File: config.mk
export PLATFORM = sky130hd
export DESIGN_NAME = keypad_matrix_scanner
export DESIGN_NICKNAME = d
export VERILOG_FILES = /design/src/rtl/keypad_matrix_scanner_pkg.sv /design/src/rtl/keypad_matrix_scanner_sync_2ff.sv /design/src/rtl/keypad_matrix_scanner.sv
export SDC_FILE = /design/constraint.sdc
export NUM_CORES = 1
export LEC_CHECK = 0
export CORE_MARGIN = 5
export CORE_UTILIZATION = 44
export CTS_BUF_LIST = sky130_fd_sc_hd__clkbuf_8 sky130_fd_sc_hd__clkbuf_16
export DETAILED_ROUTE_END_ITERATION = 10
export PLACE_DENSITY = 0.7
export SETUP_SLACK_MARGIN = 0.2
export SYNTH_ARGS = -nofsm -noshare
export SYNTH_HDL_FRONTEND = slang
export SYNTH_SLANG_ARGS = --single-unit
File: constraint.sdc
create_clock -name CLK -period 2.95 [get_ports CLK]
set_clock_uncertainty 0.2 [all_clocks]
set_input_delay 0.7375 -clock CLK [delete_from_list [all_inputs] [get_ports CLK]]
set_output_delay 0.7375 -clock CLK [all_outputs]
set_load 0.03 [all_outputs]
File: src/rtl/keypad_matrix_scanner_pkg.sv
`default_nettype none
// ============================================================================
// Module   : keypad_matrix_scanner_pkg
// Purpose  : Shared key codes and matrix position-to-code map for 4x3 keypads
// Revision : 1.0 - initial release
// ============================================================================
package keypad_matrix_scanner_pkg;

    localparam logic [3:0] KC_0    = 4'd0;
    localparam logic [3:0] KC_1    = 4'd1;
    localparam logic [3:0] KC_2    = 4'd2;
    localparam logic [3:0] KC_3    = 4'd3;
    localparam logic [3:0] KC_4    = 4'd4;
    localparam logic [3:0] KC_5    = 4'd5;
    localparam logic [3:0] KC_6    = 4'd6;
    localparam logic [3:0] KC_7    = 4'd7;
    localparam logic [3:0] KC_8    = 4'd8;
    localparam logic [3:0] KC_9    = 4'd9;
    localparam logic [3:0] KC_STAR = 4'd10;
    localparam logic [3:0] KC_HASH = 4'd11;

    localparam int NUM_ROWS = 4;
    localparam int NUM_COLS = 3;
    localparam int NUM_KEYS = 12;

    // Entry (row*3 + col) holds the code of the key at that matrix position.
    localparam logic [11:0][3:0] KEY_MAP = {
        KC_HASH, KC_0, KC_STAR,
        KC_9,    KC_8, KC_7,
        KC_6,    KC_5, KC_4,
        KC_3,    KC_2, KC_1
    };

    function automatic logic [3:0] rc_to_code(input logic [1:0] row, input logic [1:0] col);
        return KEY_MAP[{2'b00, row} * 4'd3 + {2'b00, col}];
    endfunction

    function automatic logic [2:0] col_drive_n(input logic [1:0] col);
        return ~(3'b001 << col);
    endfunction

endpackage
`default_nettype wire

File: src/rtl/keypad_matrix_scanner_sync_2ff.sv
`default_nettype none
// ============================================================================
// Module   : sync_2ff
// Purpose  : Two-flop synchroniser for asynchronous level inputs
// Revision : 1.0 - initial release
// ============================================================================
module sync_2ff #(
    parameter int               WIDTH     = 1,
    parameter logic [WIDTH-1:0] RESET_VAL = '0
) (
    input  logic             clk,
    input  logic             rst,
    input  logic [WIDTH-1:0] i_d,
    output logic [WIDTH-1:0] o_q
);

    logic [WIDTH-1:0] r_meta;
    logic [WIDTH-1:0] r_sync;

    always_ff @(posedge clk) begin
        if (rst) begin
            r_meta <= RESET_VAL;
            r_sync <= RESET_VAL;
        end else begin
            r_meta <= i_d;
            r_sync <= r_meta;
        end
    end

    assign o_q = r_sync;

endmodule
`default_nettype wire

File: src/rtl/keypad_matrix_scanner.sv
`default_nettype none
// ============================================================================
// Module   : keypad_matrix_scanner
// Purpose  : 4x3 keypad column scanner with snapshot debounce, level outputs
//            and a single-cycle new-key event
// Revision : 1.0 - initial release
// ============================================================================
module keypad_matrix_scanner
    import keypad_matrix_scanner_pkg::*;
#(
    parameter int SETTLE_CYC     = 1000,
    parameter int DEBOUNCE_SCANS = 5
) (
    input  logic       CLK,
    input  logic       RST,
    input  logic [3:0] ROW_N,
    output logic [2:0] COL_N,
    output logic [9:0] KEY,
    output logic       KEY_STAR,
    output logic       KEY_HASH,
    output logic       KEY_VALID,
    output logic [3:0] KEY_CODE
);

    localparam int c_dwell_w = $clog2(SETTLE_CYC);
    localparam int c_cnt_w   = $clog2(DEBOUNCE_SCANS + 1);

    localparam logic [c_dwell_w-1:0] c_dwell_last = c_dwell_w'(SETTLE_CYC - 2);
    localparam logic [c_cnt_w-1:0]   c_deb        = c_cnt_w'(DEBOUNCE_SCANS);
    localparam logic [c_cnt_w-1:0]   c_cnt_one    = c_cnt_w'(1);

    localparam logic [1:0] c_st_idle   = 2'd0;
    localparam logic [1:0] c_st_drive  = 2'd1;
    localparam logic [1:0] c_st_sample = 2'd2;
    localparam logic [1:0] c_st_eval   = 2'd3;

    logic [3:0]           w_rows_n;
    logic [1:0]           r_state;
    logic [c_dwell_w-1:0] r_dwell;
    logic [1:0]           r_col;
    logic [2:0]           r_col_n;
    logic [11:0]          r_snap;
    logic [11:0]          r_prev;
    logic [11:0]          r_stable;
    logic [c_cnt_w-1:0]   r_cnt;
    logic                 r_valid;
    logic [3:0]           r_code;

    logic [c_cnt_w-1:0]   w_cnt_next;
    logic                 w_commit;
    logic [11:0]          w_new;
    logic [3:0]           w_new_code;

    sync_2ff #(
        .WIDTH     (4),
        .RESET_VAL (4'hF)
    ) u_row_sync (
        .clk (CLK),
        .rst (RST),
        .i_d (ROW_N),
        .o_q (w_rows_n)
    );

    always_comb begin
        w_cnt_next = c_cnt_one;
        if (r_snap == r_prev) begin
            w_cnt_next = (r_cnt == c_deb) ? c_deb : r_cnt + 1'b1;
        end
        w_commit = (w_cnt_next == c_deb) && (r_snap != r_stable);
        w_new    = r_snap & ~r_stable;
        // Lowest newly pressed code wins when several arrive together.
        w_new_code = '0;
        for (int i = NUM_KEYS - 1; i >= 0; i--) begin
            if (w_new[i]) begin
                w_new_code = 4'(i);
            end
        end
    end

    always_ff @(posedge CLK) begin
        if (RST) begin
            r_state  <= c_st_idle;
            r_dwell  <= '0;
            r_col    <= 2'd0;
            r_col_n  <= 3'b111;
            r_snap   <= '0;
            r_prev   <= '0;
            r_stable <= '0;
            r_cnt    <= '0;
            r_valid  <= 1'b0;
            r_code   <= '0;
        end else begin
            r_valid <= 1'b0;
            case (r_state)
                c_st_idle: begin
                    r_state <= c_st_drive;
                    r_dwell <= '0;
                    r_col   <= 2'd0;
                    r_col_n <= col_drive_n(2'd0);
                end
                c_st_drive: begin
                    if (r_dwell == c_dwell_last) begin
                        r_state <= c_st_sample;
                        r_dwell <= '0;
                    end else begin
                        r_dwell <= r_dwell + 1'b1;
                    end
                end
                c_st_sample: begin
                    for (int r = 0; r < NUM_ROWS; r++) begin
                        r_snap[rc_to_code(2'(r), r_col)] <= ~w_rows_n[r];
                    end
                    if (r_col == 2'd2) begin
                        r_state <= c_st_eval;
                        r_col_n <= 3'b111;
                    end else begin
                        r_state <= c_st_drive;
                        r_col   <= r_col + 1'b1;
                        r_col_n <= col_drive_n(r_col + 1'b1);
                    end
                end
                c_st_eval: begin
                    r_cnt  <= w_cnt_next;
                    r_prev <= r_snap;
                    if (w_commit) begin
                        r_stable <= r_snap;
                        if (|w_new) begin
                            r_valid <= 1'b1;
                            r_code  <= w_new_code;
                        end
                    end
                    r_state <= c_st_drive;
                    r_col   <= 2'd0;
                    r_col_n <= col_drive_n(2'd0);
                end
                default: r_state <= c_st_idle;
            endcase
        end
    end

    assign COL_N     = r_col_n;
    assign KEY       = r_stable[9:0];
    assign KEY_STAR  = r_stable[KC_STAR];
    assign KEY_HASH  = r_stable[KC_HASH];
    assign KEY_VALID = r_valid;
    assign KEY_CODE  = r_code;

endmodule
`default_nettype wire

==> results_dict.tcl <==
set metrics [dict create \
    status "completed" \
    hold_viol 0 \
    ir_worst_vdd_mv 0.4904 \
    cap_violations 0 \
    numCtsBuffers 9 \
    path_clk_slew_ps 80 \
    drt-initial-drc-count 139 \
    r2r-end "r_snap[2]" \
    synth_adder_area_share 0.09298 \
    viasPerCell 5.507 \
    setup.worst_path.end "r_snap[2]" \
    synth-seq-cells 69 \
    synth_compound_area_frac 0.1784 \
    synthesis.nets 466 \
    dieArea_um2 10180 \
    reg2reg_slack_ps 420 \
    startpoint_type "register" \
    fmax_mhz 395.4 \
    clock_sinks 69 \
    hp-class "reg2reg" \
    synth_top_family_by_area "simple AND/OR/NAND/NOR gates" \
    setup_viol 0 \
    critical_path_arrival_ps 2560 \
    clk_latency_ps 350 \
    wl_per_cell_um 14.41 \
    start_util 0.4467 \
    core_area_um2 8134 \
    end_kind "register" \
    remaining_drc_errors 0 \
    holdBufCountCts 0 \
    ys_seq_area_frac 0.3802 \
    die_y_um 100.9 \
    post_cts.repair.setup_buffers 0 \
    fin_crit_sh 0.8574 \
    worstSetupPathType "reg2reg" \
    htree_levels 3 \
    yosysUniqueCellTypes 44 \
    cts_tree "built" \
    fillCellCount 758 \
    p_per_area_nw_per_um2 704.1 \
    synth.avg_cell_area_um2 8.391 \
    instances_no_fill 562 \
    synth_warnings 0 \
    drv_slew 0 \
    place_inst 546 \
    r2r_start "r_col[0]" \
    leakagePower_uw 0.001470 \
    place_ws_ps 428.4 \
    syn_to_final_growth_pct 15.53 \
    reg2reg_depth 7 \
    syn_area_um2 3633 \
    synthMuxAreaShare 0.05269 \
    grt_pass1_vias 3092 \
    rows 33 \
    dr_total_vias 3095 \
    path_max_fanout 16 \
    grt_pass1_wl_um 14540 \
    final_util 0.5161 \
    routed_wl_um 8100 \
    rsz0062_at_grt "no" \
    synthCells 433 \
    n_antenna_cell 0 \
    grt_max_degree 38 \
    fin_ws_ps 420.7 \
    cts-root-buf "clkbuf_8" \
    antenna_found_initial 0 \
    antenna_left 0 \
    yosys.area_share.simple 0.2149 \
    grt_usage 0.1761 \
    max_slew.worst_pin.slew_ps 589.6 \
    worstPathRequired_ps 2980 \
    hpwlAfterDp_um 5839 \
    ctsLongestPathBuffers 2 \
    tns_ps 0 \
    synth_xor_area_frac 0.03134 \
    relSlewSlack 0.6033 \
    gp_congestion 0.8970 \
    synthFlopType "dfxtp_1" \
    whs_ps 209.4 \
    drt-pass1-iter-count 4 \
    io-pin-count 26 \
    synthArstFlopShare 0 \
    cp-startpoint "r_col[0]" \
    portBuffers 25 \
    finalCriticalPeriod_ps 2529 \
    overflow 0 \
    finalNetCount 485 \
    synth-edff-count 0 \
    drive_gt1_frac 0.08534 \
    die_w_um 100.9 \
]
==> report_power, final <==
group / leakage, µW / switching (µW) / total [µW] / internal [µW]
registers: 0.000560 / 104 / 1110 / 1010
logic: 0.000805 / 618 / 1010 / 394
clock network: 0.000105 / 362 / 833 / 471
==> worst min path at each step <==
stage	startpoint	end	slack, ps	depth (start not counted)
floorplan	u_row_sync.r_meta[0]	u_row_sync.o_q[0]	190	1
global placement	u_row_sync.r_meta[2]	u_row_sync.o_q[2]	190	1
detailed placement	u_row_sync.r_meta[2]	u_row_sync.o_q[2]	190	1
CTS	u_row_sync.r_meta[2]	u_row_sync.o_q[2]	210	1
global route	u_row_sync.r_meta[0]	u_row_sync.o_q[0]	230	1
finish	u_row_sync.r_meta[2]	u_row_sync.o_q[2]	210	1
==> through the flow <==
stage	power, µW	instance area, µm²
after floorplan	1877	3633
after global placement	2123	3981
after detailed placement	2135	3981
after CTS	2974	4195
after global routing	3161	4198
final	2955	4198
==> layout by cell type (no fill, tap or decap), types with 5 or more instances in the layout <==
cell,instances
clkdlybuf4s50_1,24
nand3_1,19
a21oi_1,41
or2_2,11
clkbuf_8,9
o21ai_0,23
ha_1,27
a311oi_1,7
nor2b_1,6
nand4_1,7
nor2_1,42
nand2_1,26
nand2b_1,10
xnor2_1,13
buf_4,5
dfxtp_1,69
a211oi_1,9
inv_1,25
mux2i_1,18
nor3_1,12
==> worst max-delay path, cell delays in order (launching register included) <==
cell	delay [ps]
dfxtp_1	640
inv_1	220
ha_1	440
nand3b_1	250
mux2i_1	170
mux2i_1	100
a211oi_1	310
nor3_1	80
==> sequential cells by signal, summed over array words and instances (netlist names) <==
name,flops
r_stable,12
KEY_VALID,1
r_cnt,3
r_col,2
u_row_sync.r_meta,4
COL_N,3
r_snap,12
KEY_CODE,4
r_state,2
r_dwell,10
u_row_sync.o_q,4
r_prev,12
==> what timing repair did <==
item | CTS | global route
gates resized for setup | 0 | 1
setup endpoints to repair | 0 | 1
endpoints found under the hold margin | 0 | 0
==> kinds of logic (layout without fill, tap and decap cells) <==
family                   after synthesis  after routing
multiplexers                          19             19
XOR/XNOR                              13             13
AO/OA/AOI/OAI                        103            103
flip-flops                            69             69
AND/OR/NAND/NOR                      154            154
adder cells (fa/ha/maj)               27             27
buffers and inverters                 48             72
==> cell usage after synthesis, drive strengths merged (3+ instances only) <==
cell / count / area (µm²)
a211oi: 9 / 67.56
a21oi: 41 / 205.2
a221oi: 3 / 26.28
a311oi: 7 / 61.31
clkbuf: 22 / 82.58
dfxtp: 69 / 1381
ha: 27 / 337.8
inv: 25 / 93.84
mux2i: 18 / 180.2
nand2: 26 / 97.59
nand2b: 10 / 62.56
nand3: 19 / 95.09
nand3b: 4 / 30.03
nand4: 7 / 43.79
nor2: 43 / 161.4
nor2b: 6 / 37.54
nor3: 12 / 60.06
nor4: 4 / 31.28
o211ai: 3 / 22.52
o21ai: 23 / 115.1
o31ai: 3 / 22.52
or2: 11 / 68.82
or4: 5 / 41.29
xnor2: 13 / 113.9
==> cell type report <==
cell class / count / area [µm²] / share of cell area
sequential: 69 / 1381 / 0.3291
inverter: 25 / 93.84 / 0.02235
clock buffer: 9 / 123.9 / 0.02951
clock inverter: 7 / 90.09 / 0.02146
tap: 105 / 131.4 / 0.03130
timing repair buffer: 31 / 302.8 / 0.07213
multi-input combinational: 316 / 2074 / 0.4942
==> metal layers <==
layer,share of wire,global-route usage,vias to the layer above
li1,-,-,1580
met1,0.49,0.2344,1455
met2,0.45,0.2841,46
met3,0.034,0.02491,14
met4,0.021,0.07565,0
met5,0,0,-
Note: power is estimated with default switching activity, not from simulation.
